--- config.mk ---
export PLATFORM = sky130hd
export DESIGN_NAME = pwm_carr_bank_writer_flat
export DESIGN_NICKNAME = d
export VERILOG_FILES = /design/src/rtl/pwm_carr_bank_writer_if.sv /design/src/rtl/pwm_carr_bank_writer.sv /design/src/flat_wrapper.sv
export SDC_FILE = /design/constraint.sdc
export NUM_CORES = 1
export LEC_CHECK = 0
export BUFFER_PORTS_ARGS = -buffer_cell sky130_fd_sc_hd__buf_4
export CAP_MARGIN = 20
export CELL_PAD_IN_SITES_DETAIL_PLACEMENT = 1
export CELL_PAD_IN_SITES_GLOBAL_PLACEMENT = 2
export CORE_ASPECT_RATIO = 0.9
export CORE_MARGIN = 2
export CORE_UTILIZATION = 30
export DETAILED_ROUTE_END_ITERATION = 8
export GPL_TIMING_DRIVEN = 0
export HOLD_SLACK_MARGIN = 0.12
export PLACE_DENSITY_LB_ADDON = 0.1
export SLEW_MARGIN = 15
export SYNTH_ARGS = -nofsm -noshare
export SYNTH_HDL_FRONTEND = slang
export SYNTH_HIERARCHICAL = 1
export SYNTH_SLANG_ARGS = --single-unit
--- constraint.sdc ---
create_clock -name clk -period 3.8 [get_ports clk]
set_clock_uncertainty 0.1 [all_clocks]
set_input_delay 0.57 -clock clk [delete_from_list [all_inputs] [get_ports clk]]
set_output_delay 0.57 -clock clk [all_outputs]
set_load 0.02 [all_outputs]
--- src/rtl/pwm_carr_bank_writer_if.sv ---
// Write port of the carrier bank writer: one channel carrier plus mask bit per
// valid/ready transfer, addressed by channel index.
`ifndef PWM_WIDTH
`define PWM_WIDTH 8
`endif
`ifndef PWMCOUNT_WIDTH
`define PWMCOUNT_WIDTH 16
`endif

interface pwm_carr_bank_writer_if #(
  parameter int N_CH = `PWM_WIDTH,
  parameter int CW   = `PWMCOUNT_WIDTH,
  parameter int SELW = $clog2(N_CH)
);
  logic            wr_valid;
  logic            wr_ready;
  logic [SELW-1:0] wr_sel;
  logic [CW-1:0]   wr_carr;
  logic            wr_mask;

  modport master (output wr_valid, wr_sel, wr_carr, wr_mask, input wr_ready);
  modport slave  (input wr_valid, wr_sel, wr_carr, wr_mask, output wr_ready);
endinterface

--- src/rtl/pwm_carr_bank_writer.sv ---
// Shadow/active carrier bank writer: writes collect in a shadow bank and are
// committed to the active bank as a whole on the first sync after update_req.
`ifndef PWM_WIDTH
`define PWM_WIDTH 8
`endif
`ifndef PWMCOUNT_WIDTH
`define PWMCOUNT_WIDTH 16
`endif

module pwm_carr_bank_lane #(
  parameter int CW = 16
) (
  input  logic          clk,
  input  logic          rst_n,
  input  logic          wr_en_i,
  input  logic [CW-1:0] carr_i,
  input  logic          mask_i,
  input  logic          commit_i,
  output logic [CW-1:0] carr_o,
  output logic          mask_o
);
  logic [CW-1:0] shd_carr_q, act_carr_q;
  logic          shd_mask_q, act_mask_q;

  // Write (IDLE) and commit (ARMED) never coincide, so order is irrelevant.
  always_ff @(posedge clk) begin
    if (!rst_n) begin
      shd_carr_q <= '0;
      shd_mask_q <= 1'b0;
      act_carr_q <= '0;
      act_mask_q <= 1'b0;
    end else begin
      if (wr_en_i) begin
        shd_carr_q <= carr_i;
        shd_mask_q <= mask_i;
      end
      if (commit_i) begin
        act_carr_q <= shd_carr_q;
        act_mask_q <= shd_mask_q;
      end
    end
  end

  assign carr_o = act_carr_q;
  assign mask_o = act_mask_q;
endmodule

module pwm_carr_bank_writer #(
  parameter int N_CH = `PWM_WIDTH,
  parameter int CW   = `PWMCOUNT_WIDTH,
  parameter int SELW = $clog2(N_CH)
) (
  input  logic                     clk,
  input  logic                     rst_n,
  pwm_carr_bank_writer_if.slave    wr,
  input  logic                     update_req_i,
  input  logic                     sync_i,
  input  logic                     err_clr_i,
  output logic [N_CH*CW-1:0]       out_carr_o,
  output logic [N_CH-1:0]          out_mask_o,
  output logic                     pending_o,
  output logic                     upd_done_o,
  output logic                     wr_err_o
);
  localparam logic [0:0] S_IDLE  = 1'b0;
  localparam logic [0:0] S_ARMED = 1'b1;

  logic [0:0] state_q, state_d;
  logic       rdy_q, rdy_d;
  logic       upd_done_q, wr_err_q, wr_err_d;
  logic       accept, in_range, commit;
  logic [N_CH-1:0]          lane_wr;
  logic [N_CH-1:0][CW-1:0]  act_carr;
  logic [N_CH-1:0]          act_mask;

  assign accept   = wr.wr_valid && rdy_q;
  assign in_range = ({1'b0, wr.wr_sel} < (SELW+1)'(N_CH));
  assign commit   = (state_q == S_ARMED) && sync_i;

  always_comb begin
    state_d = state_q;
    case (state_q)
      S_IDLE:  if (update_req_i) state_d = S_ARMED;
      S_ARMED: if (sync_i)       state_d = S_IDLE;
      default:                   state_d = S_IDLE;
    endcase
  end

  // Ready mirrors the next state so it is a pure register, and stays low in reset.
  assign rdy_d = (state_d == S_IDLE);

  always_comb begin
    wr_err_d = wr_err_q;
    if (err_clr_i)            wr_err_d = 1'b0;
    if (accept && !in_range)  wr_err_d = 1'b1;
  end

  always_ff @(posedge clk) begin
    if (!rst_n) begin
      state_q    <= S_IDLE;
      rdy_q      <= 1'b0;
      upd_done_q <= 1'b0;
      wr_err_q   <= 1'b0;
    end else begin
      state_q    <= state_d;
      rdy_q      <= rdy_d;
      upd_done_q <= commit;
      wr_err_q   <= wr_err_d;
    end
  end

  for (genvar k = 0; k < N_CH; k++) begin : g_lane
    assign lane_wr[k] = accept && in_range && (wr.wr_sel == SELW'(k));

    pwm_carr_bank_lane #(.CW(CW)) u_lane (
      .clk      (clk),
      .rst_n    (rst_n),
      .wr_en_i  (lane_wr[k]),
      .carr_i   (wr.wr_carr),
      .mask_i   (wr.wr_mask),
      .commit_i (commit),
      .carr_o   (act_carr[k]),
      .mask_o   (act_mask[k])
    );
  end

  assign wr.wr_ready = rdy_q;
  assign out_carr_o  = act_carr;
  assign out_mask_o  = act_mask;
  assign pending_o   = (state_q == S_ARMED);
  assign upd_done_o  = upd_done_q;
  assign wr_err_o    = wr_err_q;
endmodule

--- src/flat_wrapper.sv ---
// flat-port wrapper written by rule: the top's interface ports become plain ports
module pwm_carr_bank_writer_flat 
#(
  parameter int N_CH = `PWM_WIDTH,
  parameter int CW   = `PWMCOUNT_WIDTH,
  parameter int SELW = $clog2(N_CH)
)
  (clk, rst_n, update_req_i, sync_i, err_clr_i, out_carr_o, out_mask_o, pending_o, upd_done_o, wr_err_o, wr_wr_valid, wr_wr_sel, wr_wr_carr, wr_wr_mask, wr_wr_ready);
  pwm_carr_bank_writer_if #(.N_CH(N_CH), .CW(CW), .SELW(SELW)) wr_i ();
  input  logic clk;
  input  logic rst_n;
  input  logic update_req_i;
  input  logic sync_i;
  input  logic err_clr_i;
  output logic [N_CH*CW-1:0] out_carr_o;
  output logic [N_CH-1:0] out_mask_o;
  output logic pending_o;
  output logic upd_done_o;
  output logic wr_err_o;
  input wire logic [$bits(wr_i.wr_valid)-1:0] wr_wr_valid;
  input wire logic [$bits(wr_i.wr_sel)-1:0] wr_wr_sel;
  input wire logic [$bits(wr_i.wr_carr)-1:0] wr_wr_carr;
  input wire logic [$bits(wr_i.wr_mask)-1:0] wr_wr_mask;
  output wire logic [$bits(wr_i.wr_ready)-1:0] wr_wr_ready;
  assign wr_i.wr_valid = wr_wr_valid;
  assign wr_i.wr_sel = wr_wr_sel;
  assign wr_i.wr_carr = wr_wr_carr;
  assign wr_i.wr_mask = wr_wr_mask;
  assign wr_wr_ready = wr_i.wr_ready;
  pwm_carr_bank_writer #(.N_CH(N_CH), .CW(CW), .SELW(SELW)) u_core (.clk(clk), .rst_n(rst_n), .wr(wr_i), .update_req_i(update_req_i), .sync_i(sync_i), .err_clr_i(err_clr_i), .out_carr_o(out_carr_o), .out_mask_o(out_mask_o), .pending_o(pending_o), .upd_done_o(upd_done_o), .wr_err_o(wr_err_o));
endmodule
==> flow_summary.toml, run 1 <==
[place]
hpwl_um = 19200
place_area_um2 = 12500
place_congestion = 0.672
dp_cells = 1528
io_buffers = 163

[yosys]
synth_most_common_cell = "dfxtp_1"
synth_top_cells_by_count = "dfxtp_1 (275), mux2i_1 (272), nor2b_1 (272)"
synth_edf_count = 0
yosys.area.top_type = "dfxtp_1"
synthMuxAreaShare_pct = 25.5
synthTopCellsByArea = "dfxtp_1 (52%), mux2i_1 (26%), nor2b_1 (16%)"
synth_top_family_by_area = "multiplexers"
synth_cell_types = 18
synth_xor_area_share_pct = 0
synth_compound_area_share_pct = 0.0704
synth_ff_type = "dfxtp_1"
synth_fa_ha_area_share_pct = 0
seq_area_frac_synth_pct = 51.6
netlist_area_um2 = 10700
synth_area_per_cell_um2 = 11.9
synthSimpleGateAreaFrac_pct = 17.1
synth_top_area_share_pct = 51.6
syn_inst = 896
syn_nets = 922
yosysWarnings = 6
ys_seq_elements = 275
synthArstFlopShare_pct = 0

[global_routing]
track_usage_pct = 15.9
overflow = 0
grt_pass1_wl_um = 44000
antenna_found_initial = 0
first_global_vias = 6762
grt_max_degree = 60

[timing]
maxSlewViolCount = 0
fin_crit_sh_pct = 52.9
slew_headroom_pct = 42.5
grt_setup_unrepaired = "no"
max_freq_mhz = 498
fin_crit_ns = 2.01
setup_viol = 0
fin_tns_setup_ns = 0
hold_viol = 0
worstMarginPinSlew_ns = 0.862

[critical_path]
end_kind = "flop"
start_kind = "flop"
cp_max_fo = 10
arrival_ns = 2.35
r2r_cells = 5
path_cells = "and2_1 > buf_6 > buf_12 > mux2i_1 > nor2b_1"
cp_slowest_stage_delay_ns = 0.71
crit_type = "reg2reg"
crit_slowest_cell = "and2_1"
cp.required_ns = 4.14
timing.rr.start = "u_core/pending_o"
startpoint = "u_core/pending_o"

[cells_and_area]
final_nets = 1118
final_cells = 1582
multi_input_area_um2 = 4560
final_area_um2 = 13500
fillers = 3784
syn_to_final_growth_pct = 26.6
drive_gt1_share_pct = 22.4
seqCellArea_um2 = 5510

[route]
viasPerCell = 4.25
firstDrtPassIters = 4
drc = 0
wl_per_cell_um = 18.7
vias = 6718
drt_iter0_drc = 177
routed_wl_um = 29500
antenna_left = 0

[die]
fp.dieH_um = 183
num_rows = 65
die_area_um2 = 37100
core-area_um2 = 35100
num_io_pins = 166
initial_core_util_pct = 30.4
die_w_um = 203

[hold_path]
hp-class = "in2reg"
hp-start = "sync_i"
holdPathStages = 2

[status]
outcome = "completed"

[clock_tree]
clk_latency_ns = 0.55
cts.sinks = 275
htree_levels = 1
cts_setup_buffers = 0
cts_buffers = 31
ctsHoldBuffers = 0
root_buffer = "clkbuf_16"
cts_resized = 0
tritoncts = "done"
path_clk_slew_ns = 0.06
cts_buffer_depth = 3

[pwr]
p_leak_uw = 0.00468
power_density_nw_per_um2 = 461
ir_drop_v = 0.000290
total_power_uw = 6230

[run]
cap_violations = 0
## routing by layer
| layer | vias to the layer above | part of all wire, % | global-route usage [%] |
|---|---|---|---|
| li1 | 3369 | - | - |
| met1 | 3199 | 53 | 24.4 |
| met2 | 117 | 41 | 22.3 |
| met3 | 33 | 4.7 | 3.70 |
| met4 | 0 | 1.6 | 3.01 |
| met5 | - | 0 | 0 |
## cell families after synthesis
logic type | count (synthesis)
other | 1
flip-flops | 275
buffers and inverters | 57
AO/OA/AOI/OAI | 1
multiplexers | 272
AND/OR/NAND/NOR | 290
## path summary, 6_finish.rpt
path	end	slack, ns
min	u_core/upd_done_o	0.16
max reg2reg	u_core/g_lane[6].u_lane/carr_o[5]	1.79
min reg2reg	u_core/g_lane[4].u_lane/carr_o[10]	0.41
max	u_core/g_lane[6].u_lane/carr_o[5]	1.79
## critical path, delay by kind of cell, from the launching register on
family / cells / cell delay, ns
flops: 1 / 0.38
simple gates: 2 / 0.77
mux: 1 / 0.20
buf+inv: 2 / 0.43
## through the flow
stage	utilization (%)	worst slack [ns]	hold slack, ns
after floorplan	-	2.11	0.382
after global placement	35.6	1.50	0.395
after detailed placement	35.6	1.47	0.406
after CTS	38.5	1.70	0.121
after global routing	38.5	1.66	0.141
final	38.5	1.79	0.160
## power breakdown
group | switching [uW] | leakage (uW) | internal (uW) | total [uW]
registers | 9.82 | 0.00222 | 2900 | 2910
clock network | 1170 | 0.000511 | 1830 | 3000
logic | 180 | 0.00195 | 141 | 321
## sequential cells by signal (all words and copies together), names as in the netlist
| name | cells |
|---|---|
| u_core/g_lane.u_lane/carr_o | 128 |
| u_core/g_lane.u_lane/mask_o | 8 |
| u_core/g_lane.u_lane/shd_carr_q | 128 |
| u_core/g_lane.u_lane/shd_mask_q | 8 |
| u_core/pending_o | 1 |
| u_core/upd_done_o | 1 |
| u_core/wr.wr_ready | 1 |
## layout make-up
cell class | count | share of cell area, %
diodes | 1 | 0.0185
plain buffers | 57 | 4.43
clock buffers | 47 | 7.00
clock inverters | 6 | 0.593
multi-input cells | 564 | 33.8
flip-flops and latches | 275 | 40.8
well taps | 469 | 4.34
repair buffers | 163 | 9.06
## layout by cell type (no fill, tap or decap), drive strengths merged
master	n
dfxtp	275
mux2i	272
nor2b	272
buf	196
clkbuf	71
nor2	6
clkinv	4
nand2b	4
bufinv	2
nor3	2
and3	2
diode	1
nand3b	1
nand2	1
nand3	1
and2	1
a21boi	1
conb	1
(Power assumes the default switching activity.)
==> inputs of run 2 (changes only) <==
--- a/config.mk
+++ b/config.mk
@@ -5,6 +5,7 @@
 export SDC_FILE = /design/constraint.sdc
 export NUM_CORES = 1
 export LEC_CHECK = 0
+export ABC_AREA = 1
 export BUFFER_PORTS_ARGS = -buffer_cell sky130_fd_sc_hd__buf_4
 export CAP_MARGIN = 20
 export CELL_PAD_IN_SITES_DETAIL_PLACEMENT = 1
==> constraint.sdc (replaced) <==
create_clock -name clk -period 1.95 [get_ports clk]
set_clock_uncertainty 0.1 [all_clocks]
set_input_delay 0.2925 -clock clk [delete_from_list [all_inputs] [get_ports clk]]
set_output_delay 0.2925 -clock clk [all_outputs]
set_load 0.02 [all_outputs]
==> run 2 against run 1 <==
Sequential cell count unchanged. Synthesized cell count up 97%. Count of clock-buffer cells in the layout up 1. Critical path type is now in2reg. Global-route usage up 1.9 points.
==> flow_summary.toml, run 2 <==
[global_routing]
overflow = 0
antenna_found_initial = 1
grt_max_degree = 15
track_usage_pct = 17.7
grt_pass1_wl_um = 55900
first_global_vias = 10400

[critical_path]
crit_type = "in2reg"
ff2ff_setup_slack_ns = 0.14
end_kind = "flop"
cp.required_ns = 2.35
cp_max_fo = 10
start_kind = "primary input"
arrival_ns = 2.24

[route]
drt_iter0_drc = 365
wl_per_cell_um = 14.1
antenna_left = 0
vias = 10322
routed_wl_um = 35700
firstDrtPassIters = 4
drc = 0
viasPerCell = 4.08

[yosys]
netlist_area_um2 = 11700
yosysWarnings = 6
syn_inst = 1764
yosys.area.top_type = "dfxtp_1"
synth_area_per_cell_um2 = 6.64
synthArstFlopShare_pct = 0
synth_cell_types = 11
syn_nets = 1790
synth_ff_type = "dfxtp_1"
synth_most_common_cell = "nor2_1"
synthTopCellsByArea = "dfxtp_1 (47%), nor2_1 (18%), nand2_1 (18%)"
seq_area_frac_synth_pct = 47.0
synth_top_cells_by_count = "nor2_1 (554), nand2_1 (553), inv_1 (279)"
synth_edf_count = 0
ys_seq_elements = 275
synth_top_area_share_pct = 47.0

[place]
dp_cells = 2452
place_area_um2 = 13600
place_congestion = 0.721
hpwl_um = 24800
io_buffers = 163
place_ws_ns = -0.00604

[cells_and_area]
final_area_um2 = 14900
syn_to_final_growth_pct = 27.1
final_cells = 2532
drive_gt1_share_pct = 15.9
fillers = 4927
final_nets = 2008
postLayoutCoreUtil_pct = 38.7
final_cell_mix = "nor2_1 (554), nand2_1 (553), inv_1 (278)"
mostFrequentLayoutCell = "nor2_1"

[timing]
hold_viol = 0
grt_setup_unrepaired = "no"
fin_crit_ns = 1.84
fin_ws_ns = 0.111
maxSlewViolCount = 0
max_freq_mhz = 544
setup_viol = 0
fin_tns_setup_ns = 0
fin_crit_sh_pct = 94.3

[pwr]
ir_drop_v = 0.000522
power_density_nw_per_um2 = 917
p_leak_uw = 0.00703

[die]
fp.dieH_um = 191
die_w_um = 212
core-area_um2 = 38500
num_rows = 68
die_area_um2 = 40600
initial_core_util_pct = 30.4
num_io_pins = 166

[clock_tree]
root_buffer = "clkbuf_16"
cts.sinks = 275
cts_setup_buffers = 0
cts_buffers = 31
cts_buffer_depth = 3
htree_levels = 1
clk_latency_ns = 0.57
tritoncts = "done"
path_clk_slew_ns = 0.06

[run]
cap_violations = 0

[status]
outcome = "completed"

[hold_path]
hp-class = "in2reg"
-- run 2: cell count changes after synthesis, moves of 32 or more --
| cell | change |
|---|---|
| nand2_1 | +552 |
| inv_1 | +279 |
| mux2i_1 | -272 |
| buf_4 | +32 |
| nor2b_1 | -272 |
| buf_6 | +48 |
| nor2_1 | +548 |
-- run 2: worst paths after layout --
path         depth (start not counted)                                endpoint                               start
max                                  9       u_core/g_lane[3].u_lane/carr_o[3]                              sync_i
min                                  7  u_core/g_lane[3].u_lane/shd_carr_q[13]                        wr_wr_sel[1]
max reg2reg                          7       u_core/g_lane[3].u_lane/carr_o[3]                    u_core/pending_o
min reg2reg                          2      u_core/g_lane[5].u_lane/carr_o[11]  u_core/g_lane[5].u_lane/carr_o[11]
-- run 2: what timing repair did --
| item | CTS | global route |
|---|---|---|
| hold buffers | 22 | 0 |
| setup endpoints to repair | 14 | 0 |
| resized for setup | 1 | 0 |
| endpoints found under the hold margin | 140 | 0 |
-- run 2: final cells by class --
type	count	area [um^2]	share of cell area [%]
diodes	1	2.50	0.0168
plain buffers	97	968	6.51
clock buffers	48	970	6.52
clock inverters	9	97.6	0.656
inverters	280	1050	7.09
multi-input cells	1112	4180	28.1
flip-flops and latches	275	5510	37.0
well taps	525	657	4.41
repair buffers	185	1440	9.70
-- run 2: cell families (layout without fill, tap and decap cells) --
group / count (synthesis) / in the layout / synth area share, %
AOI/OAI and AO/OA: 1 / 1 / 0.0427
buffers and inverters: 377 / 619 / 17.2
DFF: 275 / 275 / 47.0
other: 1 / 2 / 0.0320
and+or+nand+nor: 1110 / 1110 / 35.7
-- run 2: per-stage QoR --
stage                     hold slack, ns  total power (uW)
after floorplan                    0.341              7040
after global routing               0.244             14300
after global placement             0.359              7680
after detailed placement           0.365              7710
final                              0.206             13600
after CTS                          0.177             13900
-- run 2: worst max-delay path, cell delays in order --
cell           delay [ns]
dlygate4sd3_1        0.54
buf_4                0.14
nand2_1              0.13
clkinvlp_4           0.42
buf_6                0.30
buf_6                0.14
nand2_1              0.06
nand2_1              0.08
nor2_1               0.13
-- run 2: report_power, final --
part / switching [uW] / internal, uW
Sequential: 117 / 5840
Combinational: 980 / 655
Clock: 2410 / 3650
Total: 3510 / 10100
-- run 2: layer usage --
layer / wire (um) / vias up / GRT usage, %
met5: 0 / - / 0
met4: 765 / 0 / 4.22
met3: 1130 / 43 / 2.51
met2: 16500 / 129 / 30.3
met1: 17300 / 4737 / 23.6
li1: - / 5413 / -
==> inputs of run 3 (changes only) <==
--- a/config.mk
+++ b/config.mk
@@ -12,11 +12,12 @@
 export CELL_PAD_IN_SITES_GLOBAL_PLACEMENT = 2
 export CORE_ASPECT_RATIO = 0.9
 export CORE_MARGIN = 2
-export CORE_UTILIZATION = 30
+export CORE_UTILIZATION = 31
 export DETAILED_ROUTE_END_ITERATION = 8
 export GPL_TIMING_DRIVEN = 0
 export HOLD_SLACK_MARGIN = 0.12
 export PLACE_DENSITY_LB_ADDON = 0.1
+export SKIP_CTS_REPAIR_TIMING = 1
 export SLEW_MARGIN = 15
 export SYNTH_ARGS = -nofsm -noshare
 export SYNTH_HDL_FRONTEND = slang
==> run 3 against run 2 <==
Die area is 3.2% lower. Combinational power hardly changed. Design area is 0.13% higher. First-iteration DRC count is 6.6% higher. Core utilization is 1.3 points higher. Critical path type is now reg2reg. Sequential cell count stayed put. Wire length is 0.99% lower. Sequential power hardly changed. Largest power group unchanged. Count of clock-buffer cells in the layout is 4 higher. Highest routed layer unchanged. Critical path depth is 2 lower.
==> flow_summary.toml, run 3 (synthesis results as in run 2) <==
[status]
outcome = "completed"

[clock_tree]
path_clk_slew_ns = 0.06
cts_buffers = 35
tritoncts = "done"
clk_latency_ns = 0.52
htree_levels = 2
cts.sinks = 275
cts_buffer_depth = 3
root_buffer = "clkbuf_16"

[timing]
grt_setup_unrepaired = "no"
setup_viol = 0
max_freq_mhz = 558
hold_viol = 0
fin_crit_sh_pct = 92.0
maxSlewViolCount = 0
fin_crit_ns = 1.79
hold_ws_ns = 0.104

[die]
core-area_um2 = 37200
die_area_um2 = 39300
die_w_um = 209
num_io_pins = 166
initial_core_util_pct = 31.5
fp.dieH_um = 188
num_rows = 67

[critical_path]
crit_type = "reg2reg"
cpLargestDelayFamily = "buffers and inverters"
path_cells = "nand2_1 > clkinvlp_4 > buf_6 > buf_6 > nand2_1 > nand2_1 > nor2_1"
start_kind = "flop"
end_kind = "flop"
cpMostUsedCell = "nand2_1"
path_buf_inv = 3
ff2ff_setup_slack_ns = 0.16
cp.required_ns = 2.30
cp_slowest_stage_delay_ns = 0.43
arrival_ns = 2.14
crit_slowest_cell = "clkinvlp_4"
cp_max_fo = 10

[cells_and_area]
final_cell_mix = "nor2_1 (554), nand2_1 (553), inv_1 (278)"
mostFrequentLayoutCell = "nor2_1"
multi_input_area_um2 = 4180
seqCellArea_um2 = 5510
drive_gt1_share_pct = 15.9
fillers = 4809
final_nets = 2008
final_area_um2 = 14900
postLayoutCoreUtil_pct = 40.0
syn_to_final_growth_pct = 27.3
antennaDiodeCount = 0

[route]
antenna_left = 0
wl_per_cell_um = 14.2
drt_iter0_drc = 389
viasPerCell = 4.18
firstDrtPassIters = 4
routed_wl_um = 35400
vias = 10396
drc = 0

[hold_path]
hp-class = "in2reg"

[place]
place_congestion = 0.735
io_buffers = 163
hpwl_um = 24500
place_area_um2 = 13500

[pwr]
power_density_nw_per_um2 = 955
ir_drop_v = 0.000413
p_leak_uw = 0.00707

[global_routing]
first_global_vias = 10487
use_met3_pct = 2.97
antenna_found_initial = 0
use_met1_pct = 25.0
top_usage_layer = "met2"
overflow = 0
grt_pass1_wl_um = 56300
grtUsageMet2_pct = 30.3
track_usage_pct = 18.3
grt_max_degree = 12

[run]
cap_violations = 0
==> run 3: worst register-to-register path, cell delays in order, from the launching register on <==
cell        delay, ns
dfxtp_1          0.34
nand2_1          0.17
clkinvlp_4       0.43
buf_6            0.30
buf_6            0.14
nand2_1          0.07
nand2_1          0.07
nor2_1           0.10
==> run 3: layout make-up <==
class                      count  share of cell area [%]
buffer                        97                    6.50
tap                          483                    4.06
timing repair buffer         181                    9.42
sequential                   275                    36.9
inverter                     280                    7.08
multi-input combinational   1112                    28.1
clock inverter                 7                   0.739
clock buffer                  52                    7.20
==> run 3: final timing paths <==
| check | from | to | depth (start not counted) |
|---|---|---|---|
| worst min register to register | u_core/g_lane[0].u_lane/carr_o[11] | u_core/g_lane[0].u_lane/carr_o[11] | 2 |
| worst min-delay path | wr_wr_carr[0] | u_core/g_lane[7].u_lane/shd_carr_q[0] | 5 |
| worst max-delay path | u_core/pending_o | u_core/g_lane[3].u_lane/carr_o[3] | 7 |
| worst max register to register | u_core/pending_o | u_core/g_lane[3].u_lane/carr_o[3] | 7 |
==> run 3: layer usage <==
layer,vias up,share of wire [%]
met5,-,0
met4,0,1.7
met3,47,3.7
met2,135,45
met1,4794,49
li1,5420,-
==> run 3: where the power goes <==
part	leakage (uW)	total [uW]	internal [uW]	switching, uW
logic	0.00425	1620	649	970
registers	0.00224	5960	5840	123
clock network	0.000586	6650	4170	2470
==> run 3: metrics by stage <==
stage	TNS (ns)	total power (uW)	worst slack (ns)	std cells
global route	0	14900	0.000955	2487
finish	0	14200	0.157	2487
CTS	-1.33	14500	-0.0693	2469
floorplan	0	7040	0.467	1764
detailed placement	-0.534	7700	-0.0504	2410
global placement	-0.00102	7680	-0.00102	2410
